File: src/rtl/regfile_wb_arbiter.sv
// regfile_wb_arbiter: single register-file write port shared by one-per-cycle ALU results and FIFO-buffered load results
//   clk, rst_n              clock, async active-low reset
//   i_alu_* / o_alu_ready   ALU result handshake
//   i_lsu_* / o_lsu_ready   load result handshake into the load FIFO
//   o_wb_reg/data/en        registered register-file write port
//   i_chk_regN/o_chk_busyN  decode-stage pending-write check
//   o_lq_count              load FIFO occupancy
module regfile_wb_arbiter #(
  parameter int RAW      = 5,
  parameter int DW       = 32,
  parameter int LQ_DEPTH = 4
) (
  input  logic                        clk,
  input  logic                        rst_n,
  input  logic                        i_alu_valid,
  output logic                        o_alu_ready,
  input  logic [RAW-1:0]              i_alu_rd,
  input  logic [DW-1:0]               i_alu_data,
  input  logic                        i_lsu_valid,
  output logic                        o_lsu_ready,
  input  logic [RAW-1:0]              i_lsu_rd,
  input  logic [DW-1:0]               i_lsu_data,
  output logic [RAW-1:0]              o_wb_reg,
  output logic [DW-1:0]               o_wb_data,
  output logic                        o_wb_en,
  input  logic [RAW-1:0]              i_chk_reg1,
  input  logic [RAW-1:0]              i_chk_reg2,
  output logic                        o_chk_busy1,
  output logic                        o_chk_busy2,
  output logic [$clog2(LQ_DEPTH):0]   o_lq_count
);
  localparam int PW = $clog2(LQ_DEPTH);
  localparam int CW = PW + 1;
  logic [RAW-1:0] rd_mem [LQ_DEPTH];
  logic [DW-1:0]  data_mem [LQ_DEPTH];
  logic [PW-1:0]  wptr_q, wptr_d, rptr_q, rptr_d;
  logic [CW-1:0]  cnt_q, cnt_d;
  logic           wb_en_q, wb_en_d;
  logic [RAW-1:0] wb_reg_q, wb_reg_d, sel_rd;
  logic [DW-1:0]  wb_data_q, wb_data_d, sel_data;
  logic           full, empty, push, pop, take_alu, sel;
  logic [LQ_DEPTH-1:0] hit1, hit2;
  assign full        = cnt_q == CW'(LQ_DEPTH);
  assign empty       = cnt_q == '0;
  assign o_alu_ready = !full;
  assign o_lsu_ready = !full;
  assign o_lq_count  = cnt_q;
  assign o_wb_en     = wb_en_q;
  assign o_wb_reg    = wb_reg_q;
  assign o_wb_data   = wb_data_q;
  // A full FIFO always wins the slot so loads cannot starve behind a streaming ALU.
  always_comb begin
    push      = i_lsu_valid && !full;
    take_alu  = i_alu_valid && !full;
    pop       = full || (!i_alu_valid && !empty);
    sel       = pop || take_alu;
    sel_rd    = pop ? rd_mem[rptr_q] : i_alu_rd;
    sel_data  = pop ? data_mem[rptr_q] : i_alu_data;
    wptr_d    = wptr_q + PW'(push);
    rptr_d    = rptr_q + PW'(pop);
    cnt_d     = cnt_q + CW'(push) - CW'(pop);
    wb_en_d   = sel && (sel_rd != '0);
    wb_reg_d  = sel ? sel_rd : wb_reg_q;
    wb_data_d = sel ? sel_data : wb_data_q;
  end
  // Slot i is live when its distance from the read pointer is below the occupancy.
  always_comb begin
    hit1 = '0;
    hit2 = '0;
    for (int i = 0; i < LQ_DEPTH; i++) begin
      hit1[i] = ({1'b0, PW'(i) - rptr_q} < cnt_q) && (rd_mem[i] == i_chk_reg1);
      hit2[i] = ({1'b0, PW'(i) - rptr_q} < cnt_q) && (rd_mem[i] == i_chk_reg2);
    end
  end
  assign o_chk_busy1 = (i_chk_reg1 != '0) && (|hit1 || (wb_en_q && wb_reg_q == i_chk_reg1));
  assign o_chk_busy2 = (i_chk_reg2 != '0) && (|hit2 || (wb_en_q && wb_reg_q == i_chk_reg2));
  always_ff @(posedge clk) begin
    if (push) begin
      rd_mem[wptr_q]   <= i_lsu_rd;
      data_mem[wptr_q] <= i_lsu_data;
    end
  end
  always_ff @(posedge clk or negedge rst_n) begin
    if (!rst_n) begin
      wptr_q    <= '0;
      rptr_q    <= '0;
      cnt_q     <= '0;
      wb_en_q   <= 1'b0;
      wb_reg_q  <= '0;
      wb_data_q <= '0;
    end else begin
      wptr_q    <= wptr_d;
      rptr_q    <= rptr_d;
      cnt_q     <= cnt_d;
      wb_en_q   <= wb_en_d;
      wb_reg_q  <= wb_reg_d;
      wb_data_q <= wb_data_d;
    end
  end
endmodule

File: config.mk
export PLATFORM = sky130hd
export DESIGN_NAME = regfile_wb_arbiter
export DESIGN_NICKNAME = d
export VERILOG_FILES = /design/src/rtl/regfile_wb_arbiter.sv
export SDC_FILE = /design/constraint.sdc
export NUM_CORES = 1
export LEC_CHECK = 0
export ABC_CLOCK_PERIOD_IN_PS = 6650
export BUFFER_PORTS_ARGS = -buffer_cell sky130_fd_sc_hd__clkbuf_2
export CAP_MARGIN = 20
export CORE_MARGIN = 5
export CORE_UTILIZATION = 29
export CTS_CLUSTER_DIAMETER = 60
export DETAILED_ROUTE_END_ITERATION = 10
export PLACE_DENSITY = 0.57
export SLEW_MARGIN = 10
export SYNTH_ARGS = -nofsm -noshare
export SYNTH_HDL_FRONTEND = slang
export SYNTH_SLANG_ARGS = --single-unit
export TNS_END_PERCENT = 100
File: constraint.sdc
create_clock -name clk -period 6.65 [get_ports clk]
set_input_delay 0.3325 -clock clk [delete_from_list [all_inputs] [get_ports clk]]
set_output_delay 0.3325 -clock clk [all_outputs]
set_load 0.05 [all_outputs]
### After elaboration in Yosys (flattened, before gate mapping)

Memory sizes are Yosys's and may differ from the RTL's.
Cells that the tools add are included.

| operators by class | value |
|---|---|
| reduce and logical (&&, ||, !) cells | 29 |
| order comparisons | 4 |
| eq/ne operators | 11 |
| muxes and demuxes | 4 |
| add/subtract/negate cells | 8 |

Operators by type and width:

| cell | count |
|---|---|
| 5-bit == test | 10 |
| 32-bit 2-to-1 mux | 1 |
| 1-bit logical AND | 16 |
| 5-bit nonzero test | 3 |
| 2-bit by 3-bit < comparator with 1-bit output | 4 |
| 4-bit OR reduction | 2 |
| 5-bit 2-to-1 mux | 1 |
| 2-bit by 1-bit adder with 2-bit output | 2 |
| 1-bit logical OR | 4 |
| 1-bit by 2-bit subtractor with 2-bit output, first input constant | 2 |
| 2-bit subtractor, first input constant | 2 |
| 3-bit by 1-bit adder with 3-bit output | 1 |
| 3-bit == test, second input constant | 1 |
| 1-bit logical NOT | 3 |
| 3-bit logical NOT | 1 |
| 3-bit by 1-bit subtractor with 3-bit output | 1 |
| 1-bit 2-to-1 mux | 2 |

| word-level totals | value |
|---|---|
| bits in writable memories | 148 |
| output and inout bits | 45 |
| input bits | 88 |
| bits in registers | 45 |
| memories | 2 |

Memory list:

| name | depth | bits a word | rd ports | clocked after memory_dff | write ports | RTL line | RTL |
|---|---|---|---|---|---|---|---|
| data_mem | 4 | 32 | 1 | 0 | 1 | 35 | `logic [DW-1:0] data_mem [LQ_DEPTH];` |
| rd_mem | 4 | 5 | 5 | 0 | 1 | 34 | `logic [RAW-1:0] rd_mem [LQ_DEPTH];` |

### Depth between registers and ports, before layout

Gate-level depths: netlist of the first run.

| logic depth | value |
|---|---|
| word-level depth | 7 |
| gate-level depth with buffers | 11 |

### Worst setup path after synthesis of the first run

Ideal clock, no wire load.

| timing | value |
|---|---|
| path type | flip-flop to flip-flop |
| from | reg cnt_q[1], in the netlist o_lq_count[1] |
| to | mem data_mem[1][0] (enable) |
| stages on the path, launching flop included | 5 |
| path slack | 1753 ps |
| arrival | 4412 ps |
| clock period less this slack | 4897 ps |
| cells stage by stage | dfrtp_1 > nor2_1 > nand2_1 > nand2_1 > nor3b_1 |

| on the way | value |
|---|---|
| longest elaborated chain between the ends | 5 |

RTL lines:

| what | RTL line | RTL |
|---|---|---|
| start: declaration | 37 | `logic [CW-1:0] cnt_q, cnt_d;` |
| start signal: assignment | 94 | `cnt_q <= cnt_d;` |
| 3-bit == test | 43 | `assign full = cnt_q == CW'(LQ_DEPTH);` |
| 1-bit logical NOT | - |  |
| net o_alu_ready | 16 | `output logic o_alu_ready,` |
| 1-bit logical AND | 53 | `push = i_lsu_valid && !full;` |
| 1-bit 2-to-1 mux | 78 | `if (push) begin` |
| 1-bit 2-to-1 mux (not written as such) | 80 | `data_mem[wptr_q] <= i_lsu_data;` |
| end: declaration | 35 |  |

The timed path passes the listed nets, and every way through them passes these cells.

### Final worst setup path of the first run

| timing | value |
|---|---|
| from | reg cnt_q[1], in the netlist o_lq_count[1] |
| to | reg cnt_q[2], in the netlist o_lq_count[2] |

| on the way | value |
|---|---|
| longest elaborated chain between the ends | 5 |
| elaborated cells between the ends (all ways) | 9 |
| those cells by class | add/sub: 2; eq/ne: 1; reduce/logical: 6 |

RTL lines:

| what | RTL line | RTL |
|---|---|---|
| 3-bit == test or 3-bit logical NOT (tied branches) | 43, 44 |  |
| 1-bit logical NOT, on equally long branches | 53, 55 |  |
| 1-bit logical AND, on equally long branches | 53, 55 |  |
| 3-bit by 1-bit adder with 3-bit output or 1-bit logical OR (tied branches) | 61, 55 |  |
| 3-bit by 1-bit subtractor with 3-bit output (*) | 61 | `cnt_d = cnt_q + CW'(push) - CW'(pop);` |
| net cnt_d[2] | 37 |  |

The timed path passes the listed nets; every way through them passes the cells marked *.
A chain may end at the register's enable or synchronous reset.

==> metrics, run 1 <==
sequential share of the synthesized area 0.682; die area 31600 µm²; leak pwr 3.79 nW; Clock Skew 0.00961 ns; worst vdd ir 227 µV; Logic pwr share 0.385; CTS Hold Bufs 0; Clock transition at path regs 0.07 ns; Synth area leaders edfxtp_1, dfrtp_1, mux4_2, mux4_1, xor2_1; Ports 133; chip width 178 µm; outcome finished, final reports clean; vias in the first global route 4862; share of cells above drive strength 1 0.326; P_int 2.79 mW; sw frac 0.399; Die H 178 µm; type of origin of the critical path flip-flop; post-DR wirelength/cell 18.6 µm; DR iter-0 viols 343; clock net sink count 193; synth cell count leaders edfxtp_1, dfrtp_1, xor2_1; Worst Setup Path Type flip-flop to flip-flop; DRT Pass-1 Iters 4; Avg Inst Size Synth 16.7 µm²; max FFs per register 128; max_slew headroom 0.316; Crit path arrival time 3.51 ns; commonest register cell after synthesis edfxtp_1; H-tree depth 4; synthesized flop and latch total 193; number of synthesized flops with an enable pin 148; vias per cell 4.58; hpwl dp 12700 µm; CP Capture Type flip-flop; fin util 0.354; Initial Util 0.294; final setup fails 0; post-synth top area share 0.544; crit-path max FO 34; Synth Cell Area 8170 µm²; final worst path period need 3.22 ns; Slew Viols, Final 0; PwrDens 472 nW/µm²; worst slew pin tran 1.03 ns; final hold vios 0; WL final 18800 µm; PortBufs 132; HP Class input port to asynchronous set/reset pin; core footprint 27800 µm²; DR vias 4626; yosys warns 0; Net Count, Synth 585; CTS tree yes; setup TNS 0 ns; Final ANT Viol Nets 0; GRT Total Usage 0.123; Biggest register data_mem; TritonCTS buffer count 17; clock share of power 0.219; Skew-Pair Late Insertion Delay 0.42 ns; largest net degree at the start of global routing 46; count leader, synth edfxtp_1; root buf cell clkbuf_16; Reg power frac 0.396; CP required 6.95 ns; unique cell type count in the Yosys netlist 39; largest area contributor in the netlist edfxtp_1; Peak Freq 311 MHz; global route total overflow 0; # Max-Cap Violations 0; std cell rows 61; initial antenna violation count 1; DRC errors left 0; Async S/R FF share, synth 0.233; CTS resizes 0; Longest Clk Path Bufs 2; Synth Instances 488; Nets 716; gpl congestion 0.881; first-pass GRT wire length 28900 µm; Switching Power 1.85 mW; unrepaired setup endpoints after global routing false; setup bufs post-CTS 0; Final period util 0.484; Area growth syn-to-layout 20.5%
through the flow:
step | setup WS, ns | cells | hold slack [ns] | area [µm²] | power, mW
floorplan | 1.75 | 488 | 0.0369 | 8170 | 3.22
global placement | 3.40 | 977 | 0.492 | 9220 | 3.67
detailed placement | 3.34 | 977 | 0.491 | 9220 | 3.70
CTS | 3.31 | 1009 | 0.0248 | 9820 | 4.72
global route | 3.11 | 1010 | 0.0546 | 9850 | 4.93
finish | 3.43 | 1011 | 0.0220 | 9850 | 4.64
metal layers:
layer  part of all wire  GRT usage  up-vias
met5            0.00059          0        -
met4             0.0083     0.0287        2
met3              0.062     0.0362       14
met2               0.49      0.199      109
met1               0.44      0.162     2344
li1                   -          -     2157
power by group through the flow:
| stage | Combinational, mW | Clock [mW] | Sequential, mW |
|---|---|---|---|
| 2_1_floorplan | 0.950 | 0 | 2.27 |
| 3_3_place_gp | 1.82 | 0 | 1.86 |
| 3_5_place_dp | 1.83 | 0 | 1.87 |
| 4_1_cts | 1.83 | 1.05 | 1.84 |
| 5_1_grt | 1.94 | 1.11 | 1.88 |
| 6_report | 1.79 | 1.02 | 1.84 |
cell type report:
cell class	instances	area, µm²
multi-input combinational	238	2340
sequential	193	5570
fill	2725	17900
timing repair buffer	143	763
clock buffer	17	425
clock inverter	15	173
inverter	26	97.6
tap	378	473
antenna	1	2.50
path summary, 6_finish.rpt:
kind,from,end,slack [ns],cells past startpoint
worst max-delay path,o_lq_count[1],o_lq_count[2],3.43,9
worst min-delay path,rst_n,o_wb_data[21],0.02,2
worst max register to register,o_lq_count[1],o_lq_count[2],3.43,9
worst min register to register,o_wb_data[23],o_wb_data[23],0.51,2
max in group asynchronous,rst_n,rptr_q[1],6.16,2
min in group clk,i_alu_data[10],o_wb_data[10],0.11,3
worst max-delay path: stages, from the launching register on:
cell     delay, ns
dfrtp_1       0.53
o31ai_4       0.70
inv_2         0.53
ha_1          0.43
inv_1         0.05
ha_1          0.13
inv_1         0.05
fa_1          0.38
xnor2_1       0.15
xnor2_1       0.14
placed cells by master, fill, tap and decap left out, drive strengths merged, types with 4 or more instances in the layout:
master | synthesis | final
nand4 | 4 | 4
clkbuf | 16 | 149
nand2 | 22 | 22
o211ai | 4 | 4
inv | 26 | 32
nand3 | 4 | 4
ha | 8 | 8
a222oi | 18 | 18
xor2 | 42 | 42
nor4 | 5 | 5
a21oi | 8 | 8
buf | 15 | 11
mux4 | 37 | 37
o22ai | 5 | 5
xnor2 | 13 | 13
nor3 | 7 | 7
nor2 | 30 | 30
dfrtp | 45 | 45
mux2i | 5 | 5
a31oi | 10 | 10
edfxtp | 148 | 148
clkinv | 0 | 6
cells by family after synthesis:
logic type	after synthesis	share of synthesized area
fa+ha+maj	9	0.0147
flops	193	0.682
xor+xnor	55	0.0589
compound gates	52	0.0502
buf+inv	57	0.0340
simple gates	80	0.0461
mux	42	0.115
Power figures use the tool's default switching activity.
==> inputs of run 2 (changes only) <==
ABC_AREA = 1   (was unset)
ABC_CLOCK_PERIOD_IN_PS = 3300   (was 6650)
PLACE_DENSITY = 0.56   (was 0.57)
clock period = 3.3 ns   (was 6.65 ns; I/O delays follow)
==> metrics, run 2 <==
Slew Viols, Final 0 (unchanged); unrepaired setup endpoints after global routing false; Crit path arrival time 2.73 ns (-0.78 ns); CP peak stage delay 0.74 ns (+0.04 ns); Clock transition at path regs 0.07 ns (about the same); hold_sp i_alu_data[26]; worst slew pin tran 0.627 ns (-0.399 ns); antenna cells 0 (-1); # Max-Cap Violations 0 (unchanged); CP required 3.13 ns (-3.82 ns); Sequential Area 5570 µm² (about the same); placed inst area 9480 µm² (+2.8%); chip width 180 µm (+1.1%); root buf cell clkbuf_16; CTS resizes 0 (unchanged); HP Class input port to flip-flop; leak pwr 4.45 nW (+17%); largest net degree at the start of global routing 36 (-22%); area of the multi-input gates 2490 µm² (+6.4%); setup bufs post-CTS 0 (unchanged); Longest Clk Path Bufs 2 (unchanged); reg2reg setup slack 0.91 ns (-2.52 ns); met3 global-route usage 0.0236 (-0.0126); Switching Power 4.32 mW (+130%); CTS tree yes; yosys warns 0 (unchanged); Area growth syn-to-layout 27.4%; std cell rows 62 (+1.6%); RR Startpoint o_lq_count[1]; Synth Instances 763 (+56%); unique cell type count in the Yosys netlist 31 (-21%); Ports 133 (unchanged); Initial Util 0.292 (-0.00172); M1 GR Usage 0.175 (+0.0132); Adder-Cell Fraction of Synth Area 0.0143 (-0.000349); DRC errors left 0 (unchanged); GRT Total Usage 0.138 (+0.0159); slowest CP cell dfrtp_1; final hold slack 0.0599 ns (+0.0378 ns); Placed Cells 1262 (+29%); largest area contributor in the netlist edfxtp_1; max FFs per register 128 (unchanged); hpwl dp 14900 µm (+17%); P_int 5.50 mW (+97%); DR vias 6057 (+31%); DRT Pass-1 Iters 5 (+1); cell breakdown of the critical path nand2_1, inv_2, nor2_1, ha_1, inv_1, nor2_1, nand2_1, nand2_1, nor2_1, nand2_1, nand3_1, nor2_1, nor2_1, clkbuf_2; XOR/XNOR Fraction of Synth Area 0.0335 (-0.0255); final worst path period need 2.90 ns; synthesized flop and latch total 193 (unchanged); commonest non-fill, non-tap cells in the layout nand2_1, edfxtp_1, clkbuf_2; most common cell after layout, fill and taps aside nand2_1; Synth area leaders edfxtp_1, dfrtp_1, nand2_1, a22oi_1, nor2_1; Peak Freq 345 MHz; CP most frequent cell nor2_1; Skew-Pair Late Insertion Delay 0.43 ns (about the same); Die H 180 µm (+1.1%); outcome finished, final reports clean; Final period util 0.878; Final ANT Viol Nets 0 (unchanged); vias per cell 4.48 (-2.0%); fin util 0.373 (+0.0182); Net Count, Synth 860 (+47%); Logic pwr share 0.412 (+0.027); share of cells above drive strength 1 0.206 (-0.120); max_slew headroom 0.582 (+0.266); Reg power frac 0.378 (-0.018); Worst Hold Endpoint o_wb_data[26]; sw frac 0.440 (+0.0410); Clock Skew 0.0132 ns (+0.00355 ns); Biggest register data_mem; post-DR wirelength/cell 16.5 µm (-11%); TritonCTS buffer count 17 (unchanged); post-route cell area 10700 µm² (+8.3%); vias in the first global route 6173 (+27%); sequential share of the synthesized area 0.665 (-0.0162); Final Power 9.82 mW (+110%); GRT Max-Usage Layer met2; WL final 22300 µm (+18%); largest family of logic cells by synthesized area simple AND/OR/NAND/NOR gates; commonest register cell after synthesis edfxtp_1; worst vdd ir 506 µV (+120%); Compound-Gate Fraction of Synth Area 0.0647 (+0.0145); FF-to-FF path depth 10 (+1); final hold vios 0 (unchanged); count leader, synth nand2_1; DR iter-0 viols 501 (+46%); post-synth top area share 0.531 (-0.0129); crit-path max FO 15 (-56%); mux share of post-synthesis cell area 0 (-0.115); synth cell count leaders nand2_1, edfxtp_1, nor2_1; hold path cells 3; Nets 1051 (+47%); met2 Use GR 0.243 (+0.0434); reg2reg end o_lq_count[2]; Post-Layout Cell Count 1351 (+34%); clock share of power 0.210 (-0.009); type of origin of the critical path flip-flop; Synth Area in Simple Gates 0.181 (+0.135); Avg Inst Size Synth 11.0 µm² (-34%); initial antenna violation count 0 (-1); clock net sink count 193 (unchanged); number of synthesized flops with an enable pin 148 (unchanged); global route total overflow 0 (unchanged); first-pass GRT wire length 35300 µm (+22%); gpl congestion 0.865 (-1.8%); Async S/R FF share, synth 0.233 (unchanged); Worst Setup Path Type flip-flop to output port; CP Capture Type output port; Synth Cell Area 8370 µm² (+2.4%); PortBufs 132 (unchanged); die area 32400 µm² (+2.3%); final setup fails 0 (unchanged); core footprint 28600 µm² (+3.0%); H-tree depth 4 (unchanged); PwrDens 920 nW/µm² (+95%); Fill cells 2824 (+3.6%)
run 2: layout make-up:
class | instances | area share
Clock buffer | 18 | 0.0402
Clock inverter | 14 | 0.0160
Inverter | 42 | 0.0148
Multi-Input combinational cell | 495 | 0.234
Sequential cell | 193 | 0.522
Tap cell | 384 | 0.0450
Timing Repair Buffer | 205 | 0.128
run 2: power groups by stage:
stage          Sequential [mW]  Clock (mW)  Combinational, mW
6_report                  3.71        2.07               4.04
5_1_grt                   3.79        2.22               4.45
4_1_cts                   3.72        2.11               4.11
3_5_place_dp              3.76           0               4.04
3_3_place_gp              3.76           0               4.02
2_1_floorplan             4.58           0               1.99
run 2: critical path, delay by kind of cell, from the launching register on:
| family | cells | cell delay, ns |
|---|---|---|
| AND/OR/NAND/NOR | 10 | 0.86 |
| flip-flops | 1 | 0.74 |
| buffers and inverters | 3 | 0.43 |
| adder cells (fa/ha/maj) | 1 | 0.28 |
run 2: how the worst max path moves through the flow:
stage | startpoint | endpoint
after floorplan | o_lq_count[1] | data_mem[0][0]
after global placement | rptr_q[0] | o_chk_busy2
after detailed placement | o_lq_count[1] | o_wb_data[24]
after CTS | rptr_q[0] | o_chk_busy2
after global routing | rptr_q[0] | o_chk_busy1
final | rptr_q[0] | o_chk_busy1
run 2: timing repair:
action | 4_1_cts | 5_1_grt
setup endpoints to repair | 0 | 0
hold buffers | 56 | 0
endpoints found under the hold margin | 197 | 0
run 2: stage by stage:
step / setup slack, ns / setup TNS (ns)
4_1_cts: 0.410 / 0
6_report: 0.404 / 0
5_1_grt: 0.105 / 0
3_5_place_dp: 0.887 / 0
2_1_floorplan: -1.06 / -156.44
3_3_place_gp: 0.928 / 0
run 2: cell families after synthesis:
group           count (synthesis)
compound gates                 83
xor+xnor                       32
fa+ha+maj                       9
buf+inv                        75
flops                         193
simple gates                  371
run 2: routing by layer:
metal / up-vias / share of wire
met5: - / 0
met4: 0 / 0.016
met3: 28 / 0.046
met2: 162 / 0.51
met1: 2889 / 0.43
li1: 2978 / -
